===== config.mk =====
export PLATFORM = sky130hd
export DESIGN_NAME = mips_mdu_flat
export DESIGN_NICKNAME = d
export VERILOG_FILES = /design/src/rtl/mips_mdu_pkg.sv /design/src/rtl/mips_mdu_if.sv /design/src/rtl/mips_mdu_step.sv /design/src/rtl/mips_mdu.sv /design/src/flat_wrapper.sv
export SDC_FILE = /design/constraint.sdc
export NUM_CORES = 1
export LEC_CHECK = 0
export CORE_MARGIN = 1
export CORE_UTILIZATION = 54
export DETAILED_ROUTE_END_ITERATION = 10
export PLACE_DENSITY = 0.81
export SLEW_MARGIN = 40
export SYNTH_ARGS = -nofsm -noshare
export SYNTH_HDL_FRONTEND = slang
export SYNTH_HIERARCHICAL = 1
export SYNTH_SLANG_ARGS = --single-unit
export TNS_END_PERCENT = 30

===== constraint.sdc =====
create_clock -name clk -period 6.5 [get_ports clk]
set_input_delay 1.3 -clock clk [delete_from_list [all_inputs] [get_ports clk]]
set_output_delay 1.3 -clock clk [all_outputs]
set_load 0.005 [all_outputs]

===== src/rtl/mips_mdu_pkg.sv =====
// Shared encodings for the MIPS multiply/divide unit.
package mips_mdu_pkg;

  localparam int OP_WIDTH = 3;

  typedef enum logic [OP_WIDTH-1:0] {
    OP_MULT  = 3'b000,
    OP_MULTU = 3'b001,
    OP_DIV   = 3'b010,
    OP_DIVU  = 3'b011,
    OP_MTHI  = 3'b100,
    OP_MTLO  = 3'b101
  } mdu_op_e;

  typedef enum logic [1:0] {
    ST_IDLE  = 2'd0,
    ST_ITER  = 2'd1,
    ST_FIXUP = 2'd2
  } mdu_state_e;

endpackage


===== src/rtl/mips_mdu_if.sv =====
// Issue/result bundle between the pipeline and the multiply/divide unit.
interface mips_mdu_if
  import mips_mdu_pkg::*;
#(
  parameter int WIDTH = 32
);
  logic                start;
  logic [OP_WIDTH-1:0] op;
  logic [WIDTH-1:0]    srca;
  logic [WIDTH-1:0]    srcb;
  logic                kill;
  logic                busy;
  logic                done;
  logic                divzero;
  logic [WIDTH-1:0]    hi;
  logic [WIDTH-1:0]    lo;

  modport master (
    output start, op, srca, srcb, kill,
    input  busy, done, divzero, hi, lo
  );

  modport slave (
    input  start, op, srca, srcb, kill,
    output busy, done, divzero, hi, lo
  );
endinterface


===== src/rtl/mips_mdu_step.sv =====
// One iteration bit: shift-add multiply step or restoring divide step on {acc, q}.
module mdu_step #(
  parameter int WIDTH = 32
) (
  input  logic             is_div,
  input  logic [WIDTH-1:0] acc_in,
  input  logic [WIDTH-1:0] q_in,
  input  logic [WIDTH-1:0] operand,
  output logic [WIDTH-1:0] acc_out,
  output logic [WIDTH-1:0] q_out
);
  logic [WIDTH:0] sum;
  logic [WIDTH:0] rem_shift;
  logic [WIDTH:0] diff;

  always_comb begin
    sum       = '0;
    rem_shift = '0;
    diff      = '0;
    acc_out   = acc_in;
    q_out     = q_in;
    if (!is_div) begin
      // Multiplier LSB selects the add; the carry shifts back into acc.
      sum     = {1'b0, acc_in} + (q_in[0] ? {1'b0, operand} : '0);
      acc_out = sum[WIDTH:1];
      q_out   = {sum[0], q_in[WIDTH-1:1]};
    end else begin
      rem_shift = {acc_in, q_in[WIDTH-1]};
      diff      = rem_shift - {1'b0, operand};
      if (rem_shift >= {1'b0, operand}) begin
        acc_out = diff[WIDTH-1:0];
        q_out   = {q_in[WIDTH-2:0], 1'b1};
      end else begin
        acc_out = rem_shift[WIDTH-1:0];
        q_out   = {q_in[WIDTH-2:0], 1'b0};
      end
    end
  end
endmodule


===== src/rtl/mips_mdu.sv =====
// Iterative MIPS HI/LO multiply/divide unit, UNROLL bits retired per ITER cycle.
module mips_mdu
  import mips_mdu_pkg::*;
#(
  parameter int WIDTH  = 32,
  parameter int UNROLL = 1
) (
  input logic      clk,
  input logic      reset,
  mips_mdu_if.slave bus
);
  localparam int ITERS = WIDTH / UNROLL;
  localparam int CW    = $clog2(ITERS) + 1;
  localparam logic [CW-1:0] LAST = CW'(ITERS - 1);

  mdu_state_e state, state_next;
  mdu_op_e    op_in;

  logic [CW-1:0]    count;
  logic [WIDTH-1:0] acc, q, operand, srca_saved;
  logic [WIDTH-1:0] hi, lo;
  logic             is_div, neg_q, neg_r, div_by_zero;
  logic             done, divzero;
  logic             accept, move_hi, move_lo, iter_en, write_en;

  logic [WIDTH-1:0] acc_chain [UNROLL+1];
  logic [WIDTH-1:0] q_chain   [UNROLL+1];

  logic             signed_op;
  logic [WIDTH-1:0] a_abs, b_abs;
  logic [2*WIDTH-1:0] product;
  logic [WIDTH-1:0] res_hi, res_lo;

  assign op_in = mdu_op_e'(bus.op);

  always_ff @(posedge clk or posedge reset) begin
    if (reset) state <= ST_IDLE;
    else       state <= state_next;
  end

  always_comb begin
    state_next = state;
    accept     = 1'b0;
    move_hi    = 1'b0;
    move_lo    = 1'b0;
    iter_en    = 1'b0;
    write_en   = 1'b0;
    case (state)
      ST_IDLE: begin
        if (bus.start && !bus.kill) begin
          case (op_in)
            OP_MULT, OP_MULTU, OP_DIV, OP_DIVU: begin
              accept     = 1'b1;
              state_next = ST_ITER;
            end
            OP_MTHI: move_hi = 1'b1;
            OP_MTLO: move_lo = 1'b1;
            default: ;
          endcase
        end
      end
      ST_ITER: begin
        if (bus.kill) state_next = ST_IDLE;
        else begin
          iter_en = 1'b1;
          if (count == LAST) state_next = ST_FIXUP;
        end
      end
      ST_FIXUP: begin
        state_next = ST_IDLE;
        if (!bus.kill) write_en = 1'b1;
      end
      default: state_next = ST_IDLE;
    endcase
  end

  assign acc_chain[0] = acc;
  assign q_chain[0]   = q;

  generate
    for (genvar gi = 0; gi < UNROLL; gi++) begin : g_step
      mdu_step #(.WIDTH(WIDTH)) u_step (
        .is_div  (is_div),
        .acc_in  (acc_chain[gi]),
        .q_in    (q_chain[gi]),
        .operand (operand),
        .acc_out (acc_chain[gi+1]),
        .q_out   (q_chain[gi+1])
      );
    end
  endgenerate

  // The iteration works on magnitudes; signs are restored in FIXUP.
  always_comb begin
    signed_op = (op_in == OP_MULT) || (op_in == OP_DIV);
    a_abs     = (signed_op && bus.srca[WIDTH-1]) ? -bus.srca : bus.srca;
    b_abs     = (signed_op && bus.srcb[WIDTH-1]) ? -bus.srcb : bus.srcb;
  end

  always_comb begin
    product = {acc, q};
    if (neg_q) product = -product;
    res_hi = product[2*WIDTH-1:WIDTH];
    res_lo = product[WIDTH-1:0];
    if (is_div) begin
      if (div_by_zero) begin
        res_hi = srca_saved;
        res_lo = '1;
      end else begin
        res_hi = neg_r ? -acc : acc;
        res_lo = neg_q ? -q : q;
      end
    end
  end

  always_ff @(posedge clk or posedge reset) begin
    if (reset) begin
      count       <= '0;
      acc         <= '0;
      q           <= '0;
      operand     <= '0;
      srca_saved  <= '0;
      is_div      <= 1'b0;
      neg_q       <= 1'b0;
      neg_r       <= 1'b0;
      div_by_zero <= 1'b0;
      hi          <= '0;
      lo          <= '0;
      done        <= 1'b0;
      divzero     <= 1'b0;
    end else begin
      done    <= write_en;
      divzero <= write_en && is_div && div_by_zero;
      if (accept) begin
        count       <= '0;
        acc         <= '0;
        q           <= a_abs;
        operand     <= b_abs;
        srca_saved  <= bus.srca;
        is_div      <= bus.op[1];
        neg_q       <= signed_op && (bus.srca[WIDTH-1] ^ bus.srcb[WIDTH-1]);
        neg_r       <= signed_op && bus.srca[WIDTH-1];
        div_by_zero <= bus.op[1] && (bus.srcb == '0);
      end
      if (iter_en) begin
        acc   <= acc_chain[UNROLL];
        q     <= q_chain[UNROLL];
        count <= count + 1'b1;
      end
      if (move_hi)  hi <= bus.srca;
      if (move_lo)  lo <= bus.srca;
      if (write_en) begin
        hi <= res_hi;
        lo <= res_lo;
      end
    end
  end

  assign bus.busy    = (state != ST_IDLE);
  assign bus.done    = done;
  assign bus.divzero = divzero;
  assign bus.hi      = hi;
  assign bus.lo      = lo;
endmodule


===== src/flat_wrapper.sv =====
// flat-port wrapper written by rule: the top's interface ports become plain ports
module mips_mdu_flat import mips_mdu_pkg::*;
#(
  parameter int WIDTH  = 32,
  parameter int UNROLL = 1
)
  (clk, reset, bus_start, bus_op, bus_srca, bus_srcb, bus_kill, bus_busy, bus_done, bus_divzero, bus_hi, bus_lo);
  mips_mdu_if #(.WIDTH(WIDTH)) bus_i ();
  input logic clk;
  input logic reset;
  input wire logic [$bits(bus_i.start)-1:0] bus_start;
  input wire logic [$bits(bus_i.op)-1:0] bus_op;
  input wire logic [$bits(bus_i.srca)-1:0] bus_srca;
  input wire logic [$bits(bus_i.srcb)-1:0] bus_srcb;
  input wire logic [$bits(bus_i.kill)-1:0] bus_kill;
  output wire logic [$bits(bus_i.busy)-1:0] bus_busy;
  output wire logic [$bits(bus_i.done)-1:0] bus_done;
  output wire logic [$bits(bus_i.divzero)-1:0] bus_divzero;
  output wire logic [$bits(bus_i.hi)-1:0] bus_hi;
  output wire logic [$bits(bus_i.lo)-1:0] bus_lo;
  assign bus_i.start = bus_start;
  assign bus_i.op = bus_op;
  assign bus_i.srca = bus_srca;
  assign bus_i.srcb = bus_srcb;
  assign bus_i.kill = bus_kill;
  assign bus_busy = bus_i.busy;
  assign bus_done = bus_i.done;
  assign bus_divzero = bus_i.divzero;
  assign bus_hi = bus_i.hi;
  assign bus_lo = bus_i.lo;
  mips_mdu #(.WIDTH(WIDTH), .UNROLL(UNROLL)) u_core (.clk(clk), .reset(reset), .bus(bus_i));
endmodule

==> results.cfg <==
[run_status]
status = completed

[power_and_ir_drop]
power.density_nw_per_um2 = 402.0
ir_worst_vdd_uv = 219.5
power.leakage_nw = 8.131

[global_route]
use_met3 = 0.03749
use_met1 = 0.4367
overflow = 0
grt_usage = 0.3310
antenna_found_initial = 0
grt_pass1_wl_um = 87700
use_met2 = 0.5501
grt_pass1_vias = 16490
grt-busiest-layer = met2
grt_max_degree = 150

[die]
fp.dieW_um = 180.8
die_area_um2 = 32700
fp.dieH_um = 180.8
start_util = 0.5487
placeableCoreArea_um2 = 31470
io_pins = 138
rows = 65

[critical_path]
timing.rr.start = u_core/q[0]
r2r_slack_ns = 2.34
worst_setup_path_end_kind = register
path_max_fanout = 38
r2r-end = u_core/acc[26]
arrival_ns = 4.61
crit_path_start_kind = register
worstSetupPathType = reg -> reg
required_ns = 6.95
reg2regPathDepth = 14

[clock_network]
holdBufCountCts = 0
clk_pin_slew_worst_paths_ns = 0.06
htreeDepth = 1
ctsResizeCount = 0
post_cts_buffers = 0
cts_buffer_depth = 3
cts-root-buf = clkbuf_16
cts_tree = done
clk_latency_ns = 0.54
cts_buffers = 25
numClockSinks = 206

[timing]
finalHoldViolCount = 0
skew_ns = 0.01779
setup_viol = 0
min_period_ns = 4.159
grt_setup_unrepaired = no
fmax_mhz = 240.4
setup_tns_ns = 0
worst_slack_ns = 2.341
drv_slew = 0
slew-limit-headroom = 0.4250
tightest_slew_ns = 0.8593
fin_crit_sh = 0.6399

[synthesis]
ys_warn_count = 6
synthArstFlopShare = 1.000
synth_top_area_share = 0.2985
synthTopCellsByArea = dfrtp_1 (30%), nand2_1 (8.8%), o21ai_0 (5.7%)
syn_area_um2 = 17270
synth_flop_cell = dfrtp_1
ys_seq_elements = 206
syn_nets = 2360
avgSynthCellArea_um2 = 7.786
synth.distinct_cells = 92
synth_top_area_cell = dfrtp_1
synth_edf_count = 0
synth_cells = 2218
yosysSeqAreaShare = 0.2985

[min_path]
hp-start = u_core/srca_saved[7]
hold_path_class = reg -> reg
whs_path_depth = 2
min_to = u_core/srca_saved[7]

[place]
port_buffers = 137
place_congestion = 0.9627
dpl_worst_slack_ns = 2.276
hpwl_um = 39710

[layout]
antenna_cells = 0
final_common_cell = nand2_1
drive_gt1_frac = 0.06875
multi_input_area_um2 = 11290
fillCellCount = 2730
mostFrequentLayoutCells = nand2_1 (402), dfrtp_1 (204), o21ai_0 (196)
final_util = 0.6265
final_nets = 2394
seq_area_um2 = 5160
syn_to_final_growth_pct = 14.18

[routing]
dr.pass1.iters = 8
vias = 17400
drt_iter0_drc = 1836
wire_per_inst_um = 20.69
post_drt_via_cell_ratio = 6.513
finalWirelength_um = 55270
drc = 0
antenna_left = 0

[flow_run]
maxCapViolCount = 0
[worst max path at each step]
stage | from | end | cells past startpoint
2_1_floorplan | reset | u_core/acc[0] | 1
3_3_place_gp | bus_kill | u_core/bus.hi[7] | 8
3_5_place_dp | bus_kill | u_core/bus.hi[7] | 8
4_1_cts | u_core/acc[11] | u_core/acc[4] | 13
6_report | u_core/q[0] | u_core/acc[26] | 14
5_1_grt | u_core/q[0] | u_core/acc[26] | 14
[through the flow]
stage,total power [mW],hold slack [ns],cells,area [um2]
CTS,7.799,0.4826,2667,19640
global route,8.450,0.4977,2671,19720
global placement,6.261,0.4595,2620,18740
finish,7.928,0.4850,2671,19720
detailed placement,6.363,0.4571,2623,18810
floorplan,5.112,0.4368,2218,17270
[worst max-delay path, cell delays in order, from the launching register on]
cell	delay, ns
dfrtp_1	0.36
buf_4	0.24
and2_1	0.22
ha_1	0.35
a2111oi_1	0.46
o21ai_0	0.28
a221oi_1	0.56
o31ai_1	0.24
a31o_2	0.29
a41oi_1	0.41
a21oi_1	0.14
xnor2_1	0.15
mux2i_1	0.20
nand2_1	0.07
o21ai_0	0.09
[cells in the mapped netlist, drive strengths merged, types with 6 or more instances]
master / number
a211oi: 12
a21o: 17
a21oi: 142
a22o: 11
a22oi: 22
a311oi: 6
a31oi: 20
a32oi: 35
and2: 38
and3: 11
buf: 25
clkbuf: 132
dfrtp: 206
ha: 69
inv: 74
mux2: 37
mux2i: 37
nand2: 406
nand2b: 12
nand3: 46
nand3b: 11
nand4: 23
nor2: 129
nor2b: 12
nor3: 41
nor3b: 7
nor4: 27
o211ai: 22
o21a: 8
o21ai: 210
o21bai: 8
o22ai: 12
o31ai: 42
o41ai: 16
or2: 8
or3: 23
or4: 17
or4b: 6
xnor2: 71
xor2: 84
[sequential cells by signal, summed over array words and instances (netlist names), 2 cells and up]
signal             cells
u_core/acc            32
u_core/bus.hi         32
u_core/bus.lo         32
u_core/operand        32
u_core/q              32
u_core/srca_saved     32
u_core/count           6
u_core/state           2
[cell type report]
class / instances / share of cell area
multi-input combinational: 1781 / 0.5723
sequential: 206 / 0.2617
timing repair buffer: 164 / 0.08414
clock buffer: 36 / 0.03788
tap: 402 / 0.02551
inverter: 74 / 0.01428
clock inverter: 8 / 0.004188
[power breakdown]
| part | total (mW) | internal [mW] | switching [mW] |
|---|---|---|---|
| combinational | 4.32 | 1.81 | 2.51 |
| clock | 1.42 | 0.835 | 0.581 |
| sequential | 2.19 | 1.60 | 0.593 |
[logic make-up (layout without fill, tap and decap cells)]
family | after synthesis | count (layout) | share of synthesized area
simple gates | 836 | 836 | 0.2329
compound gates | 645 | 645 | 0.2405
buf+inv | 231 | 282 | 0.05166
flops | 206 | 206 | 0.2985
xor+xnor | 155 | 155 | 0.07861
mux | 74 | 74 | 0.04557
fa+ha+maj | 71 | 71 | 0.05231
[routing by layer]
metal / vias to the layer above / share of wire
met4: 0 / 0.040
met1: 8285 / 0.41
met2: 901 / 0.47
li1: 8059 / -
met3: 150 / 0.085
met5: - / 0
(Power assumes the default switching activity.)
